--- config.mk ---
export PLATFORM = sky130hd
export DESIGN_NAME = divmod_recombine
export DESIGN_NICKNAME = d
export VERILOG_FILES = /design/src/rtl/divmod_recombine.sv
export SDC_FILE = /design/constraint.sdc
export NUM_CORES = 1
export LEC_CHECK = 0
export BUFFER_PORTS_ARGS = -buffer_cell sky130_fd_sc_hd__buf_2
export CAP_MARGIN = 30
export CORE_AREA = 3 3 66 68
export CTS_BUF_LIST = sky130_fd_sc_hd__clkbuf_16
export CTS_CLUSTER_SIZE = 14
export DETAILED_ROUTE_END_ITERATION = 7
export DIE_AREA = 0 0 69 71
export PLACE_DENSITY = 0.81
export SLEW_MARGIN = 20
export SYNTH_ARGS = -nofsm -noshare
export SYNTH_HDL_FRONTEND = slang
export SYNTH_SLANG_ARGS = --single-unit
--- constraint.sdc ---
create_clock -name clk -period 1.7 [get_ports clk]
set_input_delay 0.34 -clock clk [delete_from_list [all_inputs] [get_ports clk]]
set_output_delay 0.34 -clock clk [all_outputs]
set_load 0.01 [all_outputs]
--- src/rtl/divmod_recombine.sv ---
// divmod_recombine
//   Sequential inverse of a WIDTH-bit divide/modulo datapath. Accepts a
//   quotient, remainder and divisor and rebuilds the dividend
//   quot*div + rem with a shift-add multiplier. It also flags tuples that no
//   legal WIDTH-bit divide could have produced. The engine handles one
//   transaction at a time and uses valid/ready handshakes on both sides.
//
//   Ports
//     clk        rising-edge clock
//     rst        asynchronous, active-high reset
//     in_valid   operand tuple valid
//     in_ready   engine can accept a tuple (IDLE only, low while rst is high)
//     quot       quotient  [WIDTH-1:0]
//     rem        remainder [WIDTH-1:0]
//     div        divisor   [WIDTH-1:0]
//     out_valid  result valid (DONE only)
//     out_ready  consumer accepts result
//     dividend   quot*div + rem [2*WIDTH-1:0], registered, 0 unless out_valid
//     err        tuple inconsistent with a WIDTH-bit divide, registered
//
//   Timing
//     The tuple is accepted on edge N. The next WIDTH CALC edges each do one
//     shift-add step. The following edge registers the result and enters DONE,
//     so out_valid is high after edge N+WIDTH+1.
module divmod_recombine #(
  parameter int WIDTH = 4
) (
  input  logic               clk,
  input  logic               rst,
  input  logic               in_valid,
  output logic               in_ready,
  input  logic [WIDTH-1:0]   quot,
  input  logic [WIDTH-1:0]   rem,
  input  logic [WIDTH-1:0]   div,
  output logic               out_valid,
  input  logic               out_ready,
  output logic [2*WIDTH-1:0] dividend,
  output logic               err
);

  localparam int CW = $clog2(WIDTH + 1);

  typedef enum logic [1:0] {IDLE, CALC, DONE} state_t;

  state_t             state;
  state_t             state_next;
  logic [2*WIDTH-1:0] acc;
  logic [2*WIDTH-1:0] mcand;
  logic [WIDTH-1:0]   mplier;
  logic [CW-1:0]      cnt;
  logic               bad;
  logic               steps_done;

  // All WIDTH multiplier bits have been consumed. The next CALC edge
  // registers the result instead of stepping again.
  assign steps_done = (cnt == CW'(WIDTH));

  // State register
  // NOTE: Sequential state uses non-blocking assignments so that every
  // register samples pre-edge values. The reset is asynchronous, so the FSM
  // drops to IDLE as soon as rst rises, without waiting for a clock edge.
  always_ff @(posedge clk or posedge rst) begin
    if (rst) state <= IDLE;
    else     state <= state_next;
  end

  // Next-state logic
  // NOTE: Each combinational output gets a default before the case. This
  // keeps every path assigned, so no latch is inferred.
  always_comb begin
    state_next = state;
    case (state)
      IDLE:    if (in_valid)             state_next = CALC;
      CALC:    if (steps_done)           state_next = DONE;
      DONE:    if (out_ready)            state_next = IDLE;
      default:                           state_next = IDLE;
    endcase
  end

  // Output logic
  // in_ready is gated by rst so that it reads 0 while the engine is held in
  // reset, even though the state already shows IDLE.
  always_comb begin
    in_ready  = 1'b0;
    out_valid = 1'b0;
    case (state)
      IDLE:    in_ready  = ~rst;
      DONE:    out_valid = 1'b1;
      default: ;
    endcase
  end

  // Datapath: operand capture, shift-add steps, result register
  always_ff @(posedge clk or posedge rst) begin
    if (rst) begin
      acc      <= '0;
      mcand    <= '0;
      mplier   <= '0;
      cnt      <= '0;
      bad      <= 1'b0;
      dividend <= '0;
      err      <= 1'b0;
    end else begin
      case (state)
        IDLE: begin
          if (in_valid) begin
            acc    <= {{WIDTH{1'b0}}, rem};
            mcand  <= {{WIDTH{1'b0}}, div};
            mplier <= quot;
            cnt    <= '0;
            // div==0 is covered by rem>=div. It is kept explicit for clarity.
            bad    <= (div == '0) || (rem >= div);
          end
        end
        CALC: begin
          if (!steps_done) begin
            if (mplier[0]) acc <= acc + mcand;
            mcand  <= mcand << 1;
            mplier <= mplier >> 1;
            cnt    <= cnt + 1'b1;
          end else begin
            dividend <= acc;
            // Any legal WIDTH-bit divide gives a dividend that fits in WIDTH bits.
            err      <= bad || (|acc[2*WIDTH-1:WIDTH]);
          end
        end
        DONE: begin
          if (out_ready) begin
            dividend <= '0;
            err      <= 1'b0;
          end
        end
        default: ;
      endcase
    end
  end

endmodule
==> results.sh, run 1 <==
export IMPL_status="finished with violations"
export IMPL_violations="negative setup slack"
export IMPL_critPathLaunchType="flip-flop"
export IMPL_grt_use_met1_pct=23.3
export IMPL_required_ns=1.91
export IMPL_dp_slack_ns=-0.0740
export IMPL_drtIter0Drc=77
export IMPL_io_buffers=26
export IMPL_pin_count=27
export IMPL_fp_dieArea_sq_mm=0.00490
export IMPL_fin_ws_ns=-0.0344
export IMPL_cts_root_buf="clkbuf_16"
export IMPL_power_density_mw_per_mm2=2050
export IMPL_met3_usage_pct=5.40
export IMPL_synth_mux_area_fraction_pct=4.15
export IMPL_synth_area_per_cell_sq_um=10.5
export IMPL_rows=23
export IMPL_synth_xor_area_share_pct=1.36
export IMPL_critical_path_buf_inv_count=0
export IMPL_clock_latency_ns=0.28
export IMPL_grt_pass1_wl_um=7390
export IMPL_tightest_slew_ns=0.452
export IMPL_cp_top_family="compound AO/OA/AOI/OAI gates"
export IMPL_cts_buffers=5
export IMPL_path_clk_slew_ns=0.05
export IMPL_rsz0062_at_grt="true"
export IMPL_period_needed_ns=1.73
export IMPL_synth_cell_types=41
export IMPL_grt_max_degree=36
export IMPL_synth_async_reset_ratio_pct=100
export IMPL_synth_top_family_by_area="compound AO/OA/AOI/OAI gates"
export IMPL_regArea_sq_um=876
export IMPL_post_dp_hpwl_um=3230
export IMPL_worst_ep_arrival_time_ns=1.94
export IMPL_grt_use_total_pct=19.2
export IMPL_grt_pass1_vias=1561
export IMPL_cts_hold_buf=0
export IMPL_setup_viol=2
export IMPL_cp_end_kind="flip-flop"
export IMPL_hold_path_class="input port to async pin"
export IMPL_drive_gt1_share_pct=32.5
export IMPL_regToRegSetupSlack_ns=-0.03
export IMPL_worstPathMaxFanout=2
export IMPL_fmax_ghz=0.577
export IMPL_syn_area_sq_mm=0.00193
export IMPL_gp_congestion=0.858
export IMPL_syn_inst=184
export IMPL_synth_seq_cells=35
export IMPL_ant_nets=0
export IMPL_nets=265
export IMPL_p_total_mw=5.06
export IMPL_multi_input_area_sq_mm=0.00104
export IMPL_htreeDepth=2
export IMPL_drv_cap=0
export IMPL_wirelength_um=4450
export IMPL_core_sq_mm=0.00391
export IMPL_finClkSkew_ns=0.00324
export IMPL_gr_usage_met2_pct=31.4
export IMPL_routedWlPerCell_um=15.7
export IMPL_area_delta_synth_final_pct=28.0
export IMPL_critPathMaxStageDelay_ns=0.41
export IMPL_antenna_found_initial=0
export IMPL_drcViolationCount=0
export IMPL_final_fill_count=338
export IMPL_finalHoldViolCount=0
export IMPL_vias=1565
export IMPL_dr_pass1_iters=4
export IMPL_grt_overflow_total=0
export IMPL_start_util_pct=49.3
export IMPL_maxSlewViolCount=0
export IMPL_p_leak_nw=1.25
export IMPL_stdcell_count=284
export IMPL_synth_compound_area_share_pct=19.1
export IMPL_num_antenna_cells=0
export IMPL_ys_seq_area_share_pct=45.4
export IMPL_cts_tree="yes"
export IMPL_vias_per_cell=5.51
export IMPL_cts_buffer_depth=2
export IMPL_busiest_layer="met2"
export IMPL_fin_crit_sh_pct=102
export IMPL_ys_flop_type="dfrtp_1"
export IMPL_clock_sinks=35
export IMPL_slowest_stage="dfrtp_1"
export IMPL_dp_cells=276
export IMPL_worst_ir_drop_vdd_v=0.00101
export IMPL_synth_simple_area_share_pct=15.3
export IMPL_crit_type="flip-flop to flip-flop"
export IMPL_synthAdderAreaFrac_pct=9.47
export IMPL_synth_fp_nets=214
export IMPL_crit_chain="ha_4, a211oi_4, o21ai_2, a31oi_2, mux2i_1, mux2i_1"
export IMPL_dieWidth_um=69
export IMPL_synth_edf_count=0
export IMPL_dieHeight_um=71
export IMPL_whs_ns=0.174
export IMPL_relSlewSlack_pct=69.8
export IMPL_crit_path_frequent_cell="mux2i_1"
export IMPL_final_setup_tns_ns=-0.0617
export IMPL_synth_warning_count=0
==> cell usage after synthesis, drive strengths merged, types with 2 or more instances <==
master,count,area [sq um]
dfrtp,35,876
a21o,4,30.0
mux2i,8,80.1
a31oi,2,12.5
a21oi,10,65.1
nor2b,4,32.5
nor2,10,37.5
o211ai,2,15.0
inv,13,48.8
nand3,4,20.0
nor3b,2,15.0
nor3,2,10.0
a22o,14,123
buf,6,51.3
nand2,19,78.8
ha,13,163
nand2b,3,26.3
or4,2,15.0
xor2,2,17.5
o21ai,16,83.8
==> registers in the layout (all words and copies together), names as in the netlist <==
name      flops
err           1
acc           8
dividend      8
mplier        4
mcand         8
bad           1
state         2
cnt           3
==> metal layers <==
| layer | vias up | part of all wire [%] |
|---|---|---|
| met1 | 758 | 42 |
| met4 | 0 | 2.9 |
| met5 | - | 0 |
| li1 | 753 | - |
| met3 | 16 | 4.0 |
| met2 | 38 | 51 |
==> tightest hold or removal path, cell delays in order <==
cell and delay (ns):
buf_2 0.11, inv_1 0.04, buf_4 0.39
==> path summary, 6_finish.rpt <==
kind | start | to | cells after the start
worst max register to register | acc[1] | acc[7] | 6
min in group clk | quot[3] | mplier[3] | 2
max in group asynchronous | rst | acc[1] | 3
worst min register to register | err | err | 2
worst min-delay path | rst | cnt[1] | 3
worst max-delay path | acc[1] | acc[7] | 6
==> what timing repair did <==
item,4_1_cts,5_1_grt
cloned,0,0
pin swaps,8,8
endpoints found under the setup margin,2,4
setup buffers,1,1
gates resized for setup,6,11
==> where the power goes <==
part | total (mW) | switching, mW | internal, mW
sequential | 1.54 | 0.333 | 1.21
combinational | 2.68 | 1.34 | 1.34
clock | 0.831 | 0.312 | 0.520
total | 5.06 | 1.98 | 3.08
==> through the flow <==
stage | util (%) | instance area [sq um]
finish | 63.0 | 2470
detailed placement | 57.2 | 2240
global placement | 57.2 | 2240
floorplan | - | 1930
CTS | 61.3 | 2400
global route | 63.0 | 2470
==> cell families (layout without fill, tap and decap cells) <==
logic type,Yosys count,after routing
AO/OA/AOI/OAI,53,53
AND/OR/NAND/NOR,52,52
flip-flops,35,35
buffers and inverters,19,69
adder cells (fa/ha/maj),14,14
multiplexers,8,8
XOR/XNOR,3,3
==> layout make-up <==
class / count / area share, %
multi-input combinational: 130 / 42.0
sequential: 35 / 35.5
timing repair buffer: 50 / 12.7
clock buffer: 5 / 5.07
tap: 50 / 2.54
inverter: 13 / 1.98
clock inverter: 1 / 0.152
==> cells in the final DEF (no fill, tap or decap), types with 2 or more instances in the layout <==
cell type and count:
nand3_1 3, nor2_1 10, ha_4 4, nor3_1 2, nand2_1 18, a22o_1 14, dfrtp_1 35, inv_1 11
nor3b_1 2, buf_4 23, a21oi_1 8, nand2b_1 2, ha_1 9, mux2i_1 8, xor2_1 2, a21o_1 4
inv_2 3, o21ai_2 2, nor2b_1 3, o21ai_0 13, clkbuf_16 5, buf_2 26, o211ai_1 2, or4_1 2
Note: power is estimated with default switching activity, not from simulation.
==> inputs of run 2 (changes only) <==
==> constraint.sdc (replaced) <==
create_clock -name clk -period 1.4 [get_ports clk]
set_input_delay 0.07 -clock clk [delete_from_list [all_inputs] [get_ports clk]]
set_output_delay 0.07 -clock clk [all_outputs]
set_load 0.01 [all_outputs]
==> results.sh, run 2 (synthesis gave the netlist of run 1 again) <==
export IMPL_finClkSkew_ns=0.00325
export IMPL_status="finished with violations"
export IMPL_regToRegSetupSlack_ns=-0.40
export IMPL_dr_pass1_iters=4
export IMPL_fin_ws_ns=-0.397
export IMPL_drcViolationCount=0
export IMPL_fmax_ghz=0.556
export IMPL_antenna_found_initial=0
export IMPL_tightest_slew_ns=0.462
export IMPL_ant_nets=0
export IMPL_postPlaceCellArea_sq_mm=0.00245
export IMPL_period_needed_ns=1.80
export IMPL_slowest_stage="dfrtp_1"
export IMPL_relSlewSlack_pct=69.2
export IMPL_cts_tree="yes"
export IMPL_path_clk_slew_ns=0.06
export IMPL_whs_path_depth=2
export IMPL_cts_buffer_depth=2
export IMPL_worst_ir_drop_vdd_v=0.00163
export IMPL_drtIter0Drc=138
export IMPL_vias=1845
export IMPL_start_util_pct=49.3
export IMPL_cts_root_buf="clkbuf_16"
export IMPL_dieWidth_um=69
export IMPL_maxSlewViolCount=0
export IMPL_grt_overflow_total=0
export IMPL_cts_buffers=5
export IMPL_dp_slack_ns=-0.322
export IMPL_fp_dieArea_sq_mm=0.00490
export IMPL_vias_per_cell=5.77
export IMPL_path_depth=6
export IMPL_num_antenna_cells=0
export IMPL_required_ns=1.60
export IMPL_layout_commonest_cell="buf_4"
export IMPL_grt_pass1_wl_um=8310
export IMPL_p_leak_nw=1.50
export IMPL_wirelength_um=6340
export IMPL_hold_path_class="input port to flip-flop"
export IMPL_core_sq_mm=0.00391
export IMPL_clock_latency_ns=0.28
export IMPL_grt_pass1_vias=1791
export IMPL_worst_ep_arrival_time_ns=2.00
export IMPL_routedWlPerCell_um=19.8
export IMPL_htreeDepth=2
export IMPL_crit_chain="ha_4, a211oi_4, o21ai_2, a31oi_2, mux2i_1, mux2i_1"
export IMPL_worstPathMaxFanout=2
export IMPL_fin_crit_sh_pct=128
export IMPL_grt_max_degree=36
export IMPL_reg2reg_depth=6
export IMPL_nets=299
export IMPL_cp_top_family="compound AO/OA/AOI/OAI gates"
export IMPL_violations="negative setup slack"
export IMPL_final_cell_mix="buf_4 (45), dfrtp_1 (35), buf_2 (26)"
export IMPL_gp_congestion=0.841
export IMPL_drv_cap=0
export IMPL_crit_type="flip-flop to flip-flop"
export IMPL_cp_end_kind="flip-flop"
export IMPL_p_total_mw=8.40
export IMPL_critPathMaxStageDelay_ns=0.42
export IMPL_fin_area_sq_mm=0.00303
export IMPL_finalHoldViolCount=0
export IMPL_power_density_mw_per_mm2=2770
export IMPL_critPathLaunchType="flip-flop"
export IMPL_critical_path_buf_inv_count=0
export IMPL_drive_gt1_share_pct=50.0
export IMPL_area_delta_synth_final_pct=57.2
export IMPL_pin_count=27
export IMPL_top_regs="acc: 8 flops, dividend: 8 flops, mcand: 8 flops"
export IMPL_dieHeight_um=71
export IMPL_post_dp_hpwl_um=3380
export IMPL_setup_viol=31
export IMPL_crit_path_frequent_cell="mux2i_1"
export IMPL_rows=23
export IMPL_rsz0062_at_grt="true"
export IMPL_clock_sinks=35
export IMPL_io_buffers=26
export IMPL_grt_use_total_pct=21.7
-- run 2: cell types whose count changed in the layout (fill, tap and decap cells not counted), sizes merged --
| cell | before | now |
|---|---|---|
| inv | 14 | 12 |
| dlygate4sd3 | 0 | 1 |
| buf | 50 | 80 |
| clkbuf | 5 | 7 |
| bufinv | 0 | 2 |
| clkinvlp | 0 | 1 |
| clkinv | 0 | 1 |
| a21oi | 10 | 11 |
-- run 2: path summary, 6_finish.rpt --
path                                  end  startpoint
min in group asynchronous          acc[5]         rst
worst min-delay path            mplier[3]     quot[3]
worst min register to register        err         err
max in group asynchronous          acc[4]         rst
worst max-delay path               acc[7]    mcand[1]
worst max register to register     acc[7]    mcand[1]
-- run 2: power by group --
| part | switching (mW) | internal, mW |
|---|---|---|
| logic | 2.39 | 2.66 |
| registers | 0.418 | 1.47 |
| clock network | 0.447 | 1.02 |
-- run 2: stage by stage --
stage	hold slack (ns)	std cells	util (%)	TNS [ns]
final	0.00358	320	77.5	-3.79
after global placement	0.196	296	62.7	-1.05
after detailed placement	0.206	296	62.7	-1.65
after floorplan	0.187	184	-	-0.667
after CTS	0.00687	307	70.6	-1.18
after global routing	0.00583	320	77.5	-4.77
-- run 2: per-layer routing --
metal / track usage, % / routed length (um) / vias to the layer above
met5: 0 / 0 / -
met4: 9.76 / 217 / 0
met3: 4.83 / 227 / 22
met2: 37.9 / 3320 / 63
met1: 25.4 / 2580 / 926
li1: - / - / 834
-- run 2: cell type report --
type / count / area [sq um]
multi-input cells: 131 / 1180
fillers: 234 / 882
flip-flops and latches: 35 / 876
repair buffers: 83 / 656
clock buffers: 5 / 125
clock inverters: 3 / 67.6
inverters: 13 / 63.8
well taps: 50 / 62.6
-- run 2: what timing repair did --
action,4_1_cts,5_1_grt
gates cloned,0,5
endpoints found under the hold margin,35,0
setup endpoints to repair,25,26
pin swaps,7,17
setup buffers,2,8
hold buffers,1,0
gates resized for setup,20,40
-- run 2: worst register-to-register path, cell delays in order, from the launching register on --
cell and delay (ns):
dfrtp_1 0.42, ha_4 0.28, a211oi_4 0.23, o21ai_2 0.11
a31oi_2 0.18, mux2i_1 0.29, mux2i_1 0.22
